===== src/rtl/cla_pkg.sv =====
// Shared types and constants for the nibble-serial carry-lookahead adder.
package cla_pkg;

  localparam int NIBBLE = 4;

  typedef enum logic [1:0] {
    IDLE = 2'd0,
    RUN  = 2'd1,
    DONE = 2'd2
  } state_t;

endpackage


===== src/rtl/serial_cla_adder_if.sv =====
// Operand/result handshake bundle between a producer/consumer and serial_cla_adder.
interface serial_cla_adder_if #(parameter int WIDTH = 16);

  logic             in_valid;
  logic             in_ready;
  logic [WIDTH-1:0] a;
  logic [WIDTH-1:0] b;
  logic             cin;
  logic             out_valid;
  logic             out_ready;
  logic [WIDTH-1:0] sum;
  logic             cout;
  logic             overflow;

  modport master (
    output in_valid, a, b, cin, out_ready,
    input  in_ready, out_valid, sum, cout, overflow
  );

  modport slave (
    input  in_valid, a, b, cin, out_ready,
    output in_ready, out_valid, sum, cout, overflow
  );

endinterface


===== src/rtl/serial_cla_adder_cla.sv =====
// 4-bit carry-lookahead adder; all carries are derived from generate/propagate terms.
module CLA_Adder (
  input  logic [3:0] A,
  input  logic [3:0] B,
  input  logic       Cin,
  output logic [3:0] Sum,
  output logic       Cout
);

  logic [3:0] g_s;
  logic [3:0] p_s;
  logic [4:0] c_s;

  assign g_s = A & B;
  assign p_s = A ^ B;

  assign c_s[0] = Cin;
  assign c_s[1] = g_s[0] | (p_s[0] & Cin);
  assign c_s[2] = g_s[1] | (p_s[1] & g_s[0]) | (p_s[1] & p_s[0] & Cin);
  assign c_s[3] = g_s[2] | (p_s[2] & g_s[1]) | (p_s[2] & p_s[1] & g_s[0])
                | (p_s[2] & p_s[1] & p_s[0] & Cin);
  assign c_s[4] = g_s[3] | (p_s[3] & g_s[2]) | (p_s[3] & p_s[2] & g_s[1])
                | (p_s[3] & p_s[2] & p_s[1] & g_s[0])
                | (p_s[3] & p_s[2] & p_s[1] & p_s[0] & Cin);

  assign Sum  = p_s ^ c_s[3:0];
  assign Cout = c_s[4];

endmodule


===== src/rtl/serial_cla_adder.sv =====
// Nibble-serial adder: one 4-bit CLA slice per clock, LSB nibble first, carry registered between nibbles.
module serial_cla_adder
  import cla_pkg::*;
#(
  parameter int WIDTH = 16
) (
  input  logic                clk,
  input  logic                rst,
  serial_cla_adder_if.slave   bus
);

  localparam int N     = WIDTH / NIBBLE;
  localparam int IDX_W = (N > 2) ? $clog2(N) : 1;
  localparam logic [IDX_W-1:0] LAST_IDX = IDX_W'(N - 1);

  state_t           state_r;
  logic [IDX_W-1:0] idx_r;
  logic             carry_r;
  logic [WIDTH-1:0] a_r;
  logic [WIDTH-1:0] b_r;
  logic [WIDTH-1:0] sum_r;
  logic             cout_r;
  logic             ovf_r;
  logic             in_ready_r;
  logic             out_valid_r;

  logic [WIDTH-1:0] a_shift_s;
  logic [WIDTH-1:0] b_shift_s;
  logic [3:0]       nib_sum_s;
  logic             nib_cout_s;

  // Select the current nibble of each captured operand (shift by idx*4).
  assign a_shift_s = a_r >> {idx_r, 2'b00};
  assign b_shift_s = b_r >> {idx_r, 2'b00};

  CLA_Adder u_cla (
    .A    (a_shift_s[3:0]),
    .B    (b_shift_s[3:0]),
    .Cin  (carry_r),
    .Sum  (nib_sum_s),
    .Cout (nib_cout_s)
  );

  // Control FSM plus datapath registers; every output comes straight from a flop.
  always_ff @(posedge clk) begin
    if (rst) begin
      state_r     <= IDLE;
      idx_r       <= '0;
      carry_r     <= 1'b0;
      a_r         <= '0;
      b_r         <= '0;
      sum_r       <= '0;
      cout_r      <= 1'b0;
      ovf_r       <= 1'b0;
      in_ready_r  <= 1'b1;
      out_valid_r <= 1'b0;
    end else begin
      case (state_r)
        IDLE: begin
          if (bus.in_valid && in_ready_r) begin
            a_r        <= bus.a;
            b_r        <= bus.b;
            carry_r    <= bus.cin;
            idx_r      <= '0;
            in_ready_r <= 1'b0;
            state_r    <= RUN;
          end else begin
            in_ready_r <= 1'b1;
          end
        end
        RUN: begin
          for (int k = 0; k < N; k++) begin
            if (idx_r == IDX_W'(k)) begin
              sum_r[k*NIBBLE +: NIBBLE] <= nib_sum_s;
            end else begin
              sum_r[k*NIBBLE +: NIBBLE] <= sum_r[k*NIBBLE +: NIBBLE];
            end
          end
          carry_r <= nib_cout_s;
          // The last nibble also settles cout and overflow; idx stays at N-1.
          if (idx_r == LAST_IDX) begin
            cout_r      <= nib_cout_s;
            ovf_r       <= a_r[WIDTH-1] ^ b_r[WIDTH-1] ^ nib_sum_s[3] ^ nib_cout_s;
            out_valid_r <= 1'b1;
            state_r     <= DONE;
          end else begin
            idx_r <= idx_r + IDX_W'(1);
          end
        end
        DONE: begin
          if (bus.out_ready) begin
            out_valid_r <= 1'b0;
            in_ready_r  <= 1'b1;
            state_r     <= IDLE;
          end else begin
            out_valid_r <= 1'b1;
          end
        end
        default: begin
          out_valid_r <= 1'b0;
          in_ready_r  <= 1'b1;
          state_r     <= IDLE;
        end
      endcase
    end
  end

  assign bus.in_ready  = in_ready_r;
  assign bus.out_valid = out_valid_r;
  assign bus.sum       = sum_r;
  assign bus.cout      = cout_r;
  assign bus.overflow  = ovf_r;

endmodule


===== src/flat_wrapper.sv =====
// flat-port wrapper written by rule: the top's interface ports become plain ports
module serial_cla_adder_flat import cla_pkg::*;
#(
  parameter int WIDTH = 16
)
  (clk, rst, bus_in_valid, bus_a, bus_b, bus_cin, bus_out_ready, bus_in_ready, bus_out_valid, bus_sum, bus_cout, bus_overflow);
  serial_cla_adder_if #(.WIDTH(WIDTH)) bus_i ();
  input  logic clk;
  input  logic rst;
  input wire logic [$bits(bus_i.in_valid)-1:0] bus_in_valid;
  input wire logic [$bits(bus_i.a)-1:0] bus_a;
  input wire logic [$bits(bus_i.b)-1:0] bus_b;
  input wire logic [$bits(bus_i.cin)-1:0] bus_cin;
  input wire logic [$bits(bus_i.out_ready)-1:0] bus_out_ready;
  output wire logic [$bits(bus_i.in_ready)-1:0] bus_in_ready;
  output wire logic [$bits(bus_i.out_valid)-1:0] bus_out_valid;
  output wire logic [$bits(bus_i.sum)-1:0] bus_sum;
  output wire logic [$bits(bus_i.cout)-1:0] bus_cout;
  output wire logic [$bits(bus_i.overflow)-1:0] bus_overflow;
  assign bus_i.in_valid = bus_in_valid;
  assign bus_i.a = bus_a;
  assign bus_i.b = bus_b;
  assign bus_i.cin = bus_cin;
  assign bus_i.out_ready = bus_out_ready;
  assign bus_in_ready = bus_i.in_ready;
  assign bus_out_valid = bus_i.out_valid;
  assign bus_sum = bus_i.sum;
  assign bus_cout = bus_i.cout;
  assign bus_overflow = bus_i.overflow;
  serial_cla_adder #(.WIDTH(WIDTH)) u_core (.clk(clk), .rst(rst), .bus(bus_i));
endmodule

===== config.mk =====
export PLATFORM = sky130hd
export DESIGN_NAME = serial_cla_adder_flat
export DESIGN_NICKNAME = d
export VERILOG_FILES = /design/src/rtl/cla_pkg.sv /design/src/rtl/serial_cla_adder_if.sv /design/src/rtl/serial_cla_adder_cla.sv /design/src/rtl/serial_cla_adder.sv /design/src/flat_wrapper.sv
export SDC_FILE = /design/constraint.sdc
export NUM_CORES = 1
export LEC_CHECK = 0
export ABC_CLOCK_PERIOD_IN_PS = 3300
export CAP_MARGIN = 15
export CORE_AREA = 2 2 53 104
export CTS_BUF_LIST = sky130_fd_sc_hd__clkbuf_4 sky130_fd_sc_hd__clkbuf_8
export DETAILED_ROUTE_END_ITERATION = 10
export DIE_AREA = 0 0 55 106
export MAX_ROUTING_LAYER = met4
export PLACE_DENSITY = 0.88
export SLEW_MARGIN = 20
export SYNTH_ARGS = -nofsm -noshare
export SYNTH_HDL_FRONTEND = slang
export SYNTH_SLANG_ARGS = --single-unit

===== constraint.sdc =====
create_clock -name clk -period 3.3 [get_ports clk]
set_input_delay 0.66 -clock clk [delete_from_list [all_inputs] [get_ports clk]]
set_output_delay 0.66 -clock clk [all_outputs]
set_load 0.02 [all_outputs]

After elaboration in Yosys (flattened, before gate mapping)
Cells that the tools add are included.
{"block": "word_totals", "in_bits": 37, "word_cells": 88, "regBits": 57}
{"block": "op_classes", "mux": 15, "n_reduce_logical": 14, "add_sub_neg": 1, "shifts": 2, "n_eq_ne": 9, "bitwise_logic": 34}
{"cell": "16-bit by 4-bit right shift with 4-bit output", "n": 2}
{"cell": "1-bit bitwise AND", "n": 16}
{"cell": "2-bit AND reduction", "n": 8}
{"cell": "2-bit 2-to-1 mux", "n": 5}
{"cell": "1-bit OR", "n": 10}
{"cell": "4-bit XOR", "n": 2}
{"cell": "2-bit equality test (second input constant)", "n": 3}
{"cell": "1-bit case mux with 3 select lines", "n": 2}
{"cell": "2-bit case mux with 3 select lines", "n": 1}
{"cell": "3-bit AND reduction", "n": 2}
{"cell": "1-bit 2-to-1 mux", "n": 5}
{"cell": "4-bit bitwise AND", "n": 1}
{"cell": "2-bit by 1-bit equality test with 1-bit output (second input constant)", "n": 2}
{"cell": "2-bit logical NOT", "n": 2}
{"cell": "2-bit by 1-bit inequality test with 1-bit output (second input constant)", "n": 2}
{"cell": "2-bit inequality test (second input constant)", "n": 2}
{"cell": "2-bit case mux with 2 select lines", "n": 1}
{"cell": "1-bit XOR", "n": 3}
{"cell": "2-bit by 1-bit adder with 2-bit output (second input constant)", "n": 1}
{"cell": "1-bit NOT", "n": 2}
{"cell": "1-bit case mux with 2 select lines", "n": 1}
{"cell": "2-bit nonzero test", "n": 1}
{"cell": "1-bit logical AND", "n": 1}

Logic depth before layout (Yosys ltp)
Gate-level depths: netlist of run 1.
{"block": "depth", "word_depth": 9, "depth_mapped": 8, "mapped_depth_nobuf": 7}

Modules after synthesis
Synthesis of run 1 repeated with hierarchy kept, for this count alone.
{"block": "hier_totals", "hier_cells": 299, "hier_area_um2": 2567.5}
{"mod": "serial_cla_adder", "instances": 1, "cells_per_inst": 286, "area_per_inst_um2": 2434.8}
{"mod": "CLA_Adder", "instances": 1, "cells_per_inst": 13, "area_per_inst_um2": 132.6}

Worst setup path before layout of run 1
Ideal clock, no wire load.
{"block": "synth_timing", "path_type": "register -> register", "from": "register u_core.idx_r[0]", "to": "register u_core.ovf_r (netlist: u_core.bus.overflow)", "period_less_slack_ns": 2.918, "stages_incl_launch_ff": 9, "t_required_ns": 3.238, "setup_ns": 0.062, "t_arrival_ns": 2.855, "path_slack_ns": 0.382, "path_buffers": 1, "cell_sequence": "dfxtp_1 buf_1 mux4_2 ha_1 and3_4 a2111oi_4 xnor2_1 or4_1 nand3_1"}
{"block": "synth_via", "elab_chain_cells": 9, "elab_cells_between_ends": 28}
{"element": "start: declaration", "line_no": "serial_cla_adder.sv:17", "text": "logic [IDX_W-1:0] idx_r;"}
{"element": "start signal: assignment", "line_no": "serial_cla_adder.sv:87", "text": "idx_r <= idx_r + IDX_W'(1);"}
{"element": "16-bit by 4-bit right shift with 4-bit output (on tied branches)", "line_no": "serial_cla_adder.sv:33, serial_cla_adder.sv:34"}
{"element": "4-bit XOR / 4-bit bitwise AND (equally long branches)", "line_no": "serial_cla_adder_cla.sv:15, serial_cla_adder_cla.sv:14"}
{"element": "1-bit bitwise AND (on tied branches)", "line_no": "serial_cla_adder_cla.sv:20, serial_cla_adder_cla.sv:21"}
{"element": "1-bit OR (tied with other cells)", "line_no": "serial_cla_adder_cla.sv:20", "text": "assign c_s[3] = g_s[2] | (p_s[2] & g_s[1]) | (p_s[2] & p_s[1] & g_s[0])"}
{"element": "1-bit OR / 1-bit bitwise AND (equally long branches)", "line_no": "serial_cla_adder_cla.sv:20, serial_cla_adder_cla.sv:21"}
{"element": "1-bit OR", "line_no": "serial_cla_adder_cla.sv:21", "text": "| (p_s[2] & p_s[1] & p_s[0] & Cin);"}
{"element": "4-bit XOR", "line_no": "serial_cla_adder_cla.sv:26", "text": "assign Sum = p_s ^ c_s[3:0];"}
{"element": "1-bit XOR (2 in a row)", "line_no": "serial_cla_adder.sv:83", "text": "ovf_r <= a_r[WIDTH-1] ^ b_r[WIDTH-1] ^ nib_sum_s[3] ^ nib_cout_s;"}
{"element": "end signal: assignment", "line_no": "serial_cla_adder.sv:83"}
{"element": "end: declaration", "line_no": "serial_cla_adder.sv:23", "text": "logic ovf_r;"}
Parallel ways exist; a longest one is shown, timed or not.
A chain may end at the register's enable or synchronous reset.

Final worst setup path of run 1
Ends and elaborated chain as after synthesis.

==> out/results.tsv, run 1 <==
metric	value	unit
slew_violations	0	
crit_arrival	3.30	ns
syn_area_per_cell	8.49	sq um
final_nets	401	
worstMarginPinSlew	0.982	ns
rsz0062_at_grt	no	
worstSetupStartpointType	flip-flop	
p_int	0.00121	W
numCtsBuffers	9	
ios	57	
ys_warn_count	0	
antennaDiodeCount	0	
outcome	finished clean	
hold_violations	0	
combPwrFrac	19.3	%
setup_ws	0.282	ns
ir_drop	0.000453	V
hpwl	4360	um
fin_tns_setup	0	ns
core	0.00509	sq mm
r2r_start	u_core.idx_r[0]	
cp_top_family	flip-flops	
rr_worst_depth	7	
hold_start	u_core.b_r[7]	
post_cts_resized	0	
grt_max_degree	60	
fin_skew	0.00658	ns
cellPowerDensity	507	mW/mm^2
antenna_left	0	
clkPwrFrac	34.6	%
period_share	91.5	%
dr.pass1.iters	4	
seq_area	0.00114	sq mm
crit_type	flip-flop to flip-flop	
port_buffers	56	
crit_chain	mux4_2 > ha_1 > and3_4 > a2111oi_4 > xnor2_1 > or4_1 > nand3_1	
clock-root-buffer	clkbuf_8	
wire_per_inst	14.0	um
setup_viol	0	
row_count	37	
cts.sinks	57	
pwr-share-seq	46.1	%
period_needed	3.02	ns
post_cts_buffers	0	
grt_pass1_wl	9690	um
critPathMaxFanout	13	
cts_max_level	3	
holdBufCountCts	0	
end_kind	flip-flop	
critical_path.startpoint	u_core.idx_r[0]	
fmax	0.331	GHz
track_usage	23.5	%
clkLatencyLatePin	0.33	ns
slew_headroom	34.6	%
drc	0	
ys_seq_area_share	44.8	%
vias_per_cell	5.45	
p_sw	0.000472	W
ff2ff_setup_slack	0.28	ns
power_leakage	1.25	nW
dr_total_vias	2257	
clockBufferDepth	2	
hold_end	u_core.b_r[7]	
swShare	28.1	%
holdPathStages	2	
cts_tree	yes	
critPathSlowestCell	dfxtp_1	
ys_types	29	
antenna_found_initial	0	
die-area	0.00583	sq mm
synthCells	300	
drv_cap	0	
required	3.58	ns
syn_area	0.00255	sq mm
grt_pass1_vias	2181	
gp_routability_congestion	0.887	
place_ws	0.298	ns
syn_nets	349	
area_delta_synth_final	29.8	%
timing.rr.end	u_core.bus.overflow	
initial_core_util	50.0	%
fp.dieW	55	um
drt_wl_total	5800	um
drt_iter0_markers	77	
critPathMaxStageDelay	0.72	ns
fill_cells	408	
drive_gt1_share	8.43	%
clk_pin_slew	0.06	ns
timing.hold.worst.class	flip-flop to flip-flop	
multi_input_area	0.00131	sq mm
yosys_register_bits	57	
crit_buf_inv	0	
die_h	106	um
overflow	0	
==> layout by cell type (no fill, tap or decap) <==
cell / count
nand2_1: 78
dfxtp_1: 57
clkdlybuf4s50_1: 55
a21oi_1: 50
nor2_1: 27
clkbuf_8: 12
ha_1: 11
mux4_2: 8
inv_1: 8
nand3_1: 7
o21ai_0: 6
and2_1: 3
a211oi_1: 3
xnor2_1: 3
mux2i_1: 3
clkinv_2: 3
nand2b_1: 2
nand3b_1: 2
xor2_1: 2
and3_4: 2
a221oi_1: 2
buf_4: 2
and3_1: 1
o21bai_1: 1
a21bo_2: 1
a21o_1: 1
a2111oi_4: 1
or4_1: 1
o211ai_1: 1
a311oi_1: 1
fa_1: 1
buf_2: 1
==> worst max path at each step <==
stage | to | cells after the start | slack (ns)
final | u_core.bus.overflow | 7 | 0.28
after global routing | u_core.bus.overflow | 7 | 0.11
after CTS | u_core.bus.overflow | 7 | 0.28
after detailed placement | u_core.bus.overflow | 7 | 0.30
after global placement | u_core.bus.overflow | 7 | 0.44
after floorplan | u_core.bus.overflow | 8 | 0.38
==> synthesized netlist by cell type (all sizes together) <==
master	instances	area share (%)
nand2	78	11
inv	8	1.2
buf	2	0.29
xnor2	3	1.0
fa	1	0.79
a221oi	2	0.69
o21ai	6	1.2
nand2b	2	0.49
or4	1	0.29
mux4	8	7.1
nand3b	2	0.59
a21oi	50	9.8
xor2	2	0.69
dfxtp	57	45
a21o	1	0.29
and2	3	0.74
o21bai	1	0.29
ha	11	5.4
and3	3	1.1
a21bo	1	0.39
o211ai	1	0.29
nand3	7	1.4
clkbuf	15	2.2
mux2i	3	1.2
nor2	27	4.0
a211oi	3	0.88
a2111oi	1	1.1
a311oi	1	0.34
==> area by class of cell <==
class | count | area share, %
well taps | 58 | 2.19
multi-input cells | 218 | 39.7
inverters | 8 | 0.908
clock inverters | 3 | 0.454
repair buffers | 58 | 17.3
clock buffers | 12 | 4.99
flip-flops and latches | 57 | 34.5
==> state kept, by name (all words and copies together), names as in the netlist <==
signal,flops
u_core.bus.sum,16
u_core.bus.overflow,1
u_core.bus.in_ready,1
u_core.bus.out_valid,1
u_core.bus.cout,1
u_core.idx_r,2
u_core.a_r,16
u_core.state_r,2
u_core.carry_r,1
u_core.b_r,16
==> worst register-to-register path: stages, from the launching register on <==
cell and delay (ns):
dfxtp_1 0.72, mux4_2 0.60, ha_1 0.37, and3_4 0.21, a2111oi_4 0.42, xnor2_1 0.16, or4_1 0.42, nand3_1 0.08
==> layer usage <==
metal	GRT usage, %	wire (um)	vias to the layer above	share of wire (%)
met5	-	0	-	0
met4	13.9	297	0	5.1
met3	6.46	213	27	3.7
met2	39.0	3280	63	57
met1	23.0	2010	1050	35
li1	-	-	1117	-
==> cell families (layout without fill, tap and decap cells) <==
logic type                 count (synthesis)  count (layout)  synth area share (%)
buffers and inverters                     25              81                  3.68
adders and majority gates                 12              12                  6.19
xor gates and xnor gates                   5               5                  1.72
muxes                                     11              11                  8.25
DFF                                       57              57                  44.8
AOI/OAI and AO/OA                         67              67                  15.3
and+or+nand+nor                          123             123                  20.1
==> power by group through the flow <==
stage / Combinational [W] / Sequential, W / Clock (W)
after detailed placement: 0.000321 / 0.000787 / 0
after global placement: 0.000310 / 0.000786 / 0
final: 0.000324 / 0.000772 / 0.000580
after CTS: 0.000323 / 0.000772 / 0.000588
after floorplan: 0.000213 / 0.000778 / 0
after global routing: 0.000359 / 0.000778 / 0.000615
==> per-stage QoR <==
step / hold slack [ns] / utilization [%] / area, sq um / total power (W) / instances
after floorplan: 0.433 / - / 2550 / 0.000991 / 300
after global placement: 0.441 / 61.4 / 3130 / 0.00110 / 399
after detailed placement: 0.447 / 61.4 / 3130 / 0.00111 / 399
after CTS: 0.455 / 64.9 / 3310 / 0.00168 / 414
after global routing: 0.471 / 64.9 / 3310 / 0.00175 / 414
final: 0.454 / 64.9 / 3310 / 0.00168 / 414
(Power assumes the default switching activity.)
==> run 2: changes to the inputs <==
--- a/config.mk
+++ b/config.mk
@@ -5,7 +5,7 @@
 export SDC_FILE = /design/constraint.sdc
 export NUM_CORES = 1
 export LEC_CHECK = 0
-export ABC_CLOCK_PERIOD_IN_PS = 3300
+export ABC_CLOCK_PERIOD_IN_PS = 3050
 export CAP_MARGIN = 15
 export CORE_AREA = 2 2 53 104
 export CTS_BUF_LIST = sky130_fd_sc_hd__clkbuf_4 sky130_fd_sc_hd__clkbuf_8
==> constraint.sdc (replaced) <==
create_clock -name clk -period 3.05 [get_ports clk]
set_input_delay 0.61 -clock clk [delete_from_list [all_inputs] [get_ports clk]]
set_output_delay 0.61 -clock clk [all_outputs]
set_load 0.05 [all_outputs]
==> run 2 against run 1 <==
Critical path depth is the same. Final cell count grew 0.48%. Register-to-register slack is essentially flat. Worst hold slack gained 0.0017 ns. Highest routed layer unchanged.
==> out/results.tsv, run 2 (synthesis results as in run 1) <==
metric	value	unit	change
outcome	finished clean		
final_nets	403		+0.50%
period_needed	2.77	ns	-0.247 ns
timing.hold.ws	0.455	ns	+0.00167 ns
critical_path.startpoint	u_core.idx_r[0]		
fin_tns_setup	0	ns	unchanged
core	0.00509	sq mm	unchanged
slew_headroom	33.8	%	-0.81 points
cellPowerDensity	555	mW/mm^2	+9.4%
track_usage	23.7	%	+0.15 points
dr_total_vias	2262		+0.22%
fp.dieW	55	um	unchanged
use_met3	5.06	%	-1.4 points
gp_routability_congestion	0.918		+3.5%
busiest_layer	met2		
period_share	90.8	%	-0.61 points
final_cell_mix	nand2_1 (78), dfxtp_1 (56), clkdlybuf4s50_1 (55)		
antenna_found_initial	0		unchanged
final_util	65.3	%	+0.32 points
setup_ws	0.279	ns	-0.00273 ns
critPathMaxFanout	11		-2
crit_arrival	3.05	ns	-0.25 ns
ff2ff_setup_slack	0.28	ns	about the same
rr_worst_depth	7		unchanged
cts_max_level	3		unchanged
die_h	106	um	unchanged
holdPathStages	2		unchanged
place_ws	0.123	ns	-0.175 ns
hpwl	4330	um	-0.70%
drc	0		unchanged
worstMarginPinSlew	0.994	ns	+0.0122 ns
initial_core_util	50.0	%	unchanged
overflow	0		unchanged
holdBufCountCts	0		unchanged
fmax	0.361	GHz	+8.9%
dr.pass1.iters	4		unchanged
drv_cap	0		unchanged
critPathSlowestCell	mux4_2		
hold_start	u_core.bus.sum[6]		
crit_chain	mux4_2 > ha_1 > and3_4 > a2111oi_4 > xnor2_1 > or4_1 > nand3_1		
cts_tree	yes		
grt.met2_usage	40.3	%	+1.3 points
grt_use_met1	23.0	%	about the same
setup_viol	0		unchanged
drt_wl_total	5930	um	+2.2%
rsz0062_at_grt	no		
numCtsBuffers	9		unchanged
area_delta_synth_final	30.5	%	
grt_pass1_wl	9720	um	+0.29%
clkLatencyLatePin	0.34	ns	about the same
end_kind	flip-flop		
critPathMaxStageDelay	0.55	ns	-0.17 ns
fin_skew	0.00756	ns	+0.000982 ns
die-area	0.00583	sq mm	unchanged
hold_violations	0		unchanged
port_buffers	56		unchanged
layout.cells.most_common	nand2_1		
wire_per_inst	14.3	um	+1.7%
slew_violations	0		unchanged
post_cts_resized	0		unchanged
cts.sinks	57		unchanged
row_count	37		unchanged
drive_gt1_share	9.22	%	+0.79 points
r2r_start	u_core.idx_r[0]		
timing.hold.worst.class	flip-flop to flip-flop		
power_leakage	1.26	nW	+0.90%
hold_end	u_core.bus.sum[6]		
vias_per_cell	5.44		-0.26%
grt_pass1_vias	2252		+3.3%
worstSetupStartpointType	flip-flop		
clock-root-buffer	clkbuf_8		
crit_type	flip-flop to flip-flop		
required	3.33	ns	-0.25 ns
ios	57		unchanged
clockBufferDepth	2		unchanged
timing.rr.end	u_core.bus.overflow		
post_cts_buffers	0		unchanged
ir_drop	0.000499	V	+10%
antennaDiodeCount	0		unchanged
clk_pin_slew	0.06	ns	about the same
drt_iter0_markers	62		-19%
antenna_left	0		unchanged
grt_max_degree	60		unchanged
## run 2: changes by cell type in the layout (fill, tap and decap cells not counted), sizes merged
cell	delta
buf	+2
## run 2: worst max-delay path: cells and delay by family (launching register included)
family          cells  cell delay [ns]
simple gates        3             0.70
mux                 1             0.55
flops               1             0.50
compound gates      1             0.44
fa+ha+maj           1             0.37
xor+xnor            1             0.15
## run 2: power by group
part	total (W)	internal, W	switching (W)	leakage, nW
clock	0.000636	0.000352	0.000284	0.0980
combinational	0.000371	0.000157	0.000215	0.697
sequential	0.000835	0.000797	0.0000380	0.465
total	0.00184	0.00131	0.000537	1.26
## run 2: worst max-delay path by stage
stage / endpoint / slack [ns]
after CTS: u_core.bus.overflow / 0.11
final: u_core.bus.overflow / 0.28
after global placement: u_core.bus.overflow / 0.24
after floorplan: u_core.bus.overflow / 0.13
after global routing: u_core.bus.overflow / 0.16
after detailed placement: u_core.bus.overflow / 0.12
## run 2: metal layers
metal / wire (um) / up-vias
met2: 3380 / 60
met5: 0 / -
met4: 244 / 0
met3: 186 / 22
met1: 2120 / 1064
li1: - / 1116
## run 2: area by class of cell
cell class	instances	area, sq um
fillers	419	1770
multi-input cells	218	1310
flip-flops and latches	57	1140
repair buffers	60	586
clock buffers	12	165
well taps	58	72.6
inverters	8	30.0
clock inverters	3	15.0
## run 2: stage by stage
| step | cells | power (W) | instance area (sq um) |
|---|---|---|---|
| final | 416 | 0.00184 | 3320 |
| after detailed placement | 401 | 0.00122 | 3140 |
| after global routing | 416 | 0.00192 | 3320 |
| after CTS | 416 | 0.00184 | 3320 |
| after global placement | 401 | 0.00120 | 3140 |
| after floorplan | 300 | 0.00109 | 2550 |
==> run 3: changes to the inputs <==
--- a/config.mk
+++ b/config.mk
@@ -13,7 +13,6 @@
 export DIE_AREA = 0 0 55 106
 export MAX_ROUTING_LAYER = met4
 export PLACE_DENSITY = 0.88
-export SLEW_MARGIN = 20
 export SYNTH_ARGS = -nofsm -noshare
 export SYNTH_HDL_FRONTEND = slang
 export SYNTH_SLANG_ARGS = --single-unit
==> results of run 3 <==
Same layout as run 2: the final DEF is identical, and so are final timing and power.
